--- src/rtl/sd_load_ctrl_if.sv ---
// Byte-stream input and memory-write handshake between the SD loader and its neighbours.
// master: the load controller side; slave: the reader/memory-controller side.
interface sd_load_ctrl_if;
   logic        in_valid;
   logic [7:0]  in_byte;
   logic        mem_req;
   logic [31:0] mem_addr;
   logic [31:0] mem_wdata;
   logic        mem_ack;

   modport master (
      input  in_valid, in_byte, mem_ack,
      output mem_req, mem_addr, mem_wdata
   );

   modport slave (
      output in_valid, in_byte, mem_ack,
      input  mem_req, mem_addr, mem_wdata
   );
endinterface

--- src/rtl/sd_load_ctrl.sv ---
// Boot image loader: packs SD file bytes into little-endian words, queues them, writes them to memory.
// Optional running word checksum is built only when SDLOAD_CHECKSUM_EN is defined.
//
// state    | meaning
// ---------+------------------------------------------------------------
// ST_IDLE  | waiting for enable
// ST_RUN   | accepting bytes, packing words, pushing full words
// ST_FLUSH | pushing the zero-padded partial last word (one cycle)
// ST_DRAIN | all bytes taken, waiting for the word queue to empty
// ST_DONE  | image written; only reset leaves
module sd_load_ctrl #(
   parameter int unsigned BIN_SIZE   = 4096,
   parameter logic [31:0] BASE_ADDR  = 32'h0000_0000,
   parameter int unsigned FIFO_DEPTH = 4
) (
   input  logic           clk27mhz,
   input  logic           resetn,
   input  logic           enable,
   sd_load_ctrl_if.master bus,
   output logic           busy,
   output logic           done,
   output logic           overflow,
   output logic [31:0]    checksum
);

   localparam int CW = $clog2(BIN_SIZE + 1);
   localparam int AW = $clog2(FIFO_DEPTH);
   localparam logic [CW-1:0] LAST_BYTE = CW'(BIN_SIZE - 1);
   localparam logic [AW:0]   FULL_CNT  = (AW + 1)'(FIFO_DEPTH);

   typedef enum logic [2:0] {ST_IDLE, ST_RUN, ST_FLUSH, ST_DRAIN, ST_DONE} state_t;

   state_t        state, state_nxt;
   logic [CW-1:0] bcnt;
   logic [1:0]    lane;
   logic [23:0]   pack;
   logic [31:0]   fifo_mem [FIFO_DEPTH];
   logic [AW-1:0] wr_ptr, rd_ptr;
   logic [AW:0]   fcnt;
   logic [31:0]   addr;
   logic          take_byte, push, pop, push_ok, fifo_full, fifo_empty;
   logic [31:0]   push_data;

   assign fifo_empty = (fcnt == '0);
   assign fifo_full  = (fcnt == FULL_CNT);
   assign pop        = !fifo_empty && bus.mem_ack;
   // a pop in the same cycle frees the slot, so a push into a full queue still lands
   assign push_ok    = push && (!fifo_full || pop);

   always_ff @(posedge clk27mhz or negedge resetn) begin
      if (!resetn) state <= ST_IDLE;
      else         state <= state_nxt;
   end

   always_comb begin
      state_nxt = state;
      take_byte = 1'b0;
      push      = 1'b0;
      push_data = {bus.in_byte, pack};
      case (state)
         ST_IDLE: if (enable) state_nxt = ST_RUN;
         ST_RUN: begin
            if (enable && bus.in_valid) begin
               take_byte = 1'b1;
               push      = (lane == 2'd3);
               if (bcnt == LAST_BYTE) state_nxt = (lane == 2'd3) ? ST_DRAIN : ST_FLUSH;
            end
         end
         ST_FLUSH: begin
            push      = 1'b1;
            push_data = {8'h00, pack};
            state_nxt = ST_DRAIN;
         end
         ST_DRAIN: if (fifo_empty) state_nxt = ST_DONE;
         ST_DONE:  state_nxt = ST_DONE;
         default:  state_nxt = ST_IDLE;
      endcase
   end

   // lanes above the current one are always zero, which gives the padding for free
   always_ff @(posedge clk27mhz or negedge resetn) begin
      if (!resetn) begin
         bcnt <= '0;
         lane <= 2'd0;
         pack <= 24'h0;
      end else if (take_byte) begin
         bcnt <= bcnt + CW'(1);
         lane <= lane + 2'd1;
         case (lane)
            2'd0:    pack[7:0]   <= bus.in_byte;
            2'd1:    pack[15:8]  <= bus.in_byte;
            2'd2:    pack[23:16] <= bus.in_byte;
            default: pack        <= 24'h0;
         endcase
      end
   end

   always_ff @(posedge clk27mhz or negedge resetn) begin
      if (!resetn) begin
         for (int i = 0; i < int'(FIFO_DEPTH); i++) fifo_mem[i] <= 32'h0;
         wr_ptr   <= '0;
         rd_ptr   <= '0;
         fcnt     <= '0;
         addr     <= BASE_ADDR;
         overflow <= 1'b0;
      end else begin
         if (push_ok) begin
            fifo_mem[wr_ptr] <= push_data;
            wr_ptr           <= wr_ptr + AW'(1);
         end
         if (pop) begin
            rd_ptr <= rd_ptr + AW'(1);
            addr   <= addr + 32'd4;
         end
         case ({push_ok, pop})
            2'b10:   fcnt <= fcnt + (AW + 1)'(1);
            2'b01:   fcnt <= fcnt - (AW + 1)'(1);
            default: fcnt <= fcnt;
         endcase
         if (push && !push_ok) overflow <= 1'b1;
      end
   end

`ifdef SDLOAD_CHECKSUM_EN
   logic [31:0] csum;
   always_ff @(posedge clk27mhz or negedge resetn) begin
      if (!resetn)                      csum <= 32'h0;
      else if (pop && state != ST_DONE) csum <= csum + bus.mem_wdata;
   end
   assign checksum = csum;
`else
   assign checksum = 32'h0;
`endif

   assign bus.mem_req   = !fifo_empty;
   assign bus.mem_addr  = addr;
   assign bus.mem_wdata = fifo_mem[rd_ptr];
   assign busy          = (state == ST_RUN) || (state == ST_FLUSH) || (state == ST_DRAIN);
   assign done          = (state == ST_DONE);

endmodule

--- src/flat_wrapper.sv ---
// flat-port wrapper written by rule: the top's interface ports become plain ports
module sd_load_ctrl_flat 
#(
   parameter int unsigned BIN_SIZE   = 4096,
   parameter logic [31:0] BASE_ADDR  = 32'h0000_0000,
   parameter int unsigned FIFO_DEPTH = 4
)
  (clk27mhz, resetn, enable, busy, done, overflow, checksum, bus_in_valid, bus_in_byte, bus_mem_ack, bus_mem_req, bus_mem_addr, bus_mem_wdata);
  sd_load_ctrl_if bus_i ();
  input  logic clk27mhz;
  input  logic resetn;
  input  logic enable;
  output logic busy;
  output logic done;
  output logic overflow;
  output logic [31:0] checksum;
  input wire logic [$bits(bus_i.in_valid)-1:0] bus_in_valid;
  input wire logic [$bits(bus_i.in_byte)-1:0] bus_in_byte;
  input wire logic [$bits(bus_i.mem_ack)-1:0] bus_mem_ack;
  output wire logic [$bits(bus_i.mem_req)-1:0] bus_mem_req;
  output wire logic [$bits(bus_i.mem_addr)-1:0] bus_mem_addr;
  output wire logic [$bits(bus_i.mem_wdata)-1:0] bus_mem_wdata;
  assign bus_i.in_valid = bus_in_valid;
  assign bus_i.in_byte = bus_in_byte;
  assign bus_i.mem_ack = bus_mem_ack;
  assign bus_mem_req = bus_i.mem_req;
  assign bus_mem_addr = bus_i.mem_addr;
  assign bus_mem_wdata = bus_i.mem_wdata;
  sd_load_ctrl #(.BIN_SIZE(BIN_SIZE), .BASE_ADDR(BASE_ADDR), .FIFO_DEPTH(FIFO_DEPTH)) u_core (.clk27mhz(clk27mhz), .resetn(resetn), .enable(enable), .bus(bus_i), .busy(busy), .done(done), .overflow(overflow), .checksum(checksum));
endmodule
--- config.mk ---
export PLATFORM = sky130hd
export DESIGN_NAME = sd_load_ctrl_flat
export DESIGN_NICKNAME = d
export VERILOG_FILES = /design/src/rtl/sd_load_ctrl_if.sv /design/src/rtl/sd_load_ctrl.sv /design/src/flat_wrapper.sv
export SDC_FILE = /design/constraint.sdc
export NUM_CORES = 1
export LEC_CHECK = 0
export CAP_MARGIN = 20
export CORE_MARGIN = 2
export CORE_UTILIZATION = 60
export DETAILED_ROUTE_END_ITERATION = 10
export GPL_ROUTABILITY_DRIVEN = 0
export MAX_ROUTING_LAYER = met4
export PLACE_DENSITY = 0.85
export SETUP_SLACK_MARGIN = 0.05
export SLEW_MARGIN = 15
export SYNTH_ARGS = -nofsm -noshare
export SYNTH_HDL_FRONTEND = slang
export SYNTH_SLANG_ARGS = --single-unit
--- constraint.sdc ---
create_clock -name clk27mhz -period 3.4 [get_ports clk27mhz]
set_clock_uncertainty 0.05 [all_clocks]
set_input_delay 0.68 -clock clk27mhz [delete_from_list [all_inputs] [get_ports clk27mhz]]
set_output_delay 0.68 -clock clk27mhz [all_outputs]
set_load 0.005 [all_outputs]
==> results.tsv <==
stage	metric	value	unit
worst_setup_path	cp-end-kind	output port	
drt	wl_per_cell	19.2	um
worst_setup_path	slowest_stage	dfrtp_2	
yosys	yosys_warnings	0	
global_routing	grt_pass1_vias	6184	
clock_network	cts_sinks	208	
clock_network	cts_buffers	21	
global_routing	grtUsageMet2	0.419	
yosys	synth_top_family_by_area	multiplexers	
drt	drcViolationCount	0	
drt	wirelength	19500	um
yosys	synth-edff-count	0	
drt	drt_iter0_markers	319	
sta	finalSetupViolCount	0	
run	cap_violations	0	
worst_setup_path	required	2.67	ns
finish	most-common-layout-cells	207 x dfrtp_1, 114 x mux2_2, 77 x clkdlybuf4s50_1, 73 x nand2_1, 34 x conb_1	
worst_setup_path	startpoint_type	register	
floorplanning	start_util	0.610	
worst_hold_path	hold_path.class	in -> async	
clock_network	ctsHoldBuffers	0	
sta	rsz0062_at_grt	false	
power_and_ir_drop	peakVddDrop	0.000497	V
yosys	synth_cell_types	45	
clock_network	path_clk_slew	0.06	ns
drt	vias	5728	
drt	vias_per_cell	5.64	
worst_setup_path	timing.rr.start	u_core.state[2]	
sta	relSlewSlack	0.352	
floorplanning	coreArea	15800	um2
global_routing	grt_max_degree	80	
yosys	synth_top_flop_cell	dfrtp_1	
yosys	synthMuxAreaShare	0.233	
run_status	status	finished clean	
global_routing	grt_pass1_wl	32400	um
finish	diodes	0	
worst_setup_path	startpoint	u_core.rd_ptr[0]	
finish	synthToLayoutAreaGrowth	15.6	%
global_routing	grt_antenna_before_repair	0	
finish	drive_gt1_frac	0.264	
placed_design	hpwlAfterDp	13100	um
yosys	synth_adder_area_share	0.0151	
clock_network	postCtsSetupRepairBufs	0	
global_routing	met3_usage	0.0375	
worst_setup_path	cp.buffers_inverters	2	
finish	nNetsFinal	810	
placed_design	io_buffers	78	
global_routing	busiest_layer	met2	
worst_setup_path	cp_data_arrival_time	2.48	ns
global_routing	gr-total-overflow	0	
worst_setup_path	crit_type	reg -> out	
drt	ant_nets	0	
worst_setup_path	worst_r2r_endpoint	u_core.fcnt[2]	
clock_network	h-tree-depth	1	
floorplanning	die_x	131	um
clock_network	root_buffer	clkbuf_16	
yosys	synthArstFlopShare	1.00	
yosys	synth-xor-area-share	0.0428	
yosys	synth_area_per_cell	13.6	um2
global_routing	grt_usage	0.251	
yosys	synth_compound_area_frac	0.0213	
drt	drt-pass1-iter-count	4	
worst_setup_path	r2r_cells	8	
yosys	yosys_register_bits	208	
sta	finalSetupTns	0	ns
floorplanning	die_h	131	um
finish	nFillCells	1064	
sta	holdWs	0.140	ns
sta	max_freq	311	MHz
sta	hold_viol_final	0	
worst_setup_path	path_cells	buf_4, mux4_2, clkdlybuf4s50_1	
sta	tightest_slew	0.963	ns
clock_network	cts_tree	yes	
sta	period_share	0.945	
yosys	netlist_area	9610	um2
sta	slew_violations	0	
floorplanning	rows	46	
power_and_ir_drop	powerDensity	794	nW/um2
floorplanning	dieArea	17100	um2
floorplanning	num_io_pins	113	
worst_setup_path	r2r_slack	0.69	ns
power_and_ir_drop	p_leak	5.22	nW
sta	fin_crit	3.21	ns
yosys	synth-simple-area-share	0.0891	
yosys	ys_seq_area_frac	0.541	
worst_setup_path	path_max_fanout	13	
finish	final_common_cell	dfrtp_1	
worst_setup_path	path_delay_family	buffers and inverters	
clock_network	cts_resized	0	
global_routing	grtUsageMet1	0.332	
worst_setup_path	max_stage_delay	0.67	ns
yosys	synthCells	709	
clock_network	clock_latency	0.49	ns
clock_network	clk_path_buf_depth	3	
==> registers in the layout, indices dropped and copies added, names as in the netlist <==
register	cells
u_core.fifo_mem	128
u_core.wr_ptr	2
u_core.state	3
u_core.overflow	1
u_core.fcnt	3
u_core.lane	2
u_core.rd_ptr	2
u_core.pack	24
u_core.bcnt	13
u_core.bus.mem_addr	30
==> synth_stat cells, types with 6 or more instances <==
master / instances / area (um2)
dfrtp_1: 208 / 5200
mux2_2: 114 / 1280
nand2_1: 73 / 274
buf_4: 35 / 263
mux4_2: 32 / 721
xnor2_1: 27 / 236
o21ai_0: 25 / 125
xor2_1: 20 / 175
clkbuf_1: 18 / 67.6
buf_6: 12 / 135
inv_1: 12 / 45.0
nand3_1: 12 / 60.1
nand4_1: 12 / 75.1
nor3_1: 11 / 55.1
ha_1: 10 / 125
nor4_1: 10 / 62.6
mux2_1: 9 / 101
nor2_1: 9 / 33.8
nor2b_1: 8 / 50.1
mux2_4: 7 / 105
buf_2: 6 / 30.0
==> logic make-up after synthesis <==
logic type	after synthesis
compound gates	33
xor+xnor	47
fa+ha+maj	11
other cells	1
mux	165
simple gates	160
flops	208
buf+inv	84
==> where the power goes <==
group / switching (mW) / internal, mW / total (mW)
clock network: 0.919 / 1.25 / 2.17
logic: 1.05 / 1.60 / 2.65
registers: 0.688 / 3.32 / 4.01
total: 2.66 / 6.16 / 8.83
==> metal layers <==
metal | up-vias | share of wire
met4 | 0 | 0.013
met3 | 22 | 0.051
li1 | 2593 | -
met2 | 152 | 0.52
met1 | 2961 | 0.41
met5 | - | 0
==> metrics by stage <==
| step | utilization | cells | setup slack [ns] | instance area [um2] | power, mW |
|---|---|---|---|---|---|
| 6_report | 0.705 | 1015 | 0.189 | 11100 | 8.83 |
| 5_1_grt | 0.705 | 1015 | 0.0583 | 11100 | 9.33 |
| 4_1_cts | 0.705 | 1015 | 0.132 | 11100 | 8.90 |
| 3_5_place_dp | 0.664 | 979 | 0.248 | 10500 | 6.71 |
| 3_3_place_gp | 0.664 | 979 | 0.340 | 10500 | 6.47 |
| 2_1_floorplan | - | 742 | 1.08 | 9740 | 5.58 |
==> worst reg2reg max path, delay by kind of cell (launching register included) <==
kind	cells	cell delay, ns
buffers and inverters	1	0.21
xor gates and xnor gates	1	0.18
AOI/OAI and AO/OA	1	0.19
and+or+nand+nor	3	0.80
DFF	1	0.58
muxes	1	0.22
adders and majority gates	1	0.39
==> worst max path at each step <==
stage                          end  cells after the start  slack, ns
2_1_floorplan       u_core.fcnt[2]                      7       1.08
3_3_place_gp   u_core.fifo_mem[57]                      5       0.34
6_report         bus_mem_wdata[18]                      3       0.19
3_5_place_dp        u_core.fcnt[2]                      9       0.25
4_1_cts          bus_mem_wdata[18]                      3       0.13
5_1_grt          bus_mem_wdata[19]                      3       0.06
==> layout make-up <==
class / count / area [um2] / share of cell area
flip-flops and latches: 208 / 5210 / 0.469
multi-input cells: 450 / 3990 / 0.359
repair buffers: 93 / 960 / 0.0864
clock buffers: 31 / 613 / 0.0552
well taps: 216 / 270 / 0.0243
inverters: 12 / 45.0 / 0.00405
clock inverters: 5 / 28.8 / 0.00259
Note: power is estimated with default switching activity, not from simulation.
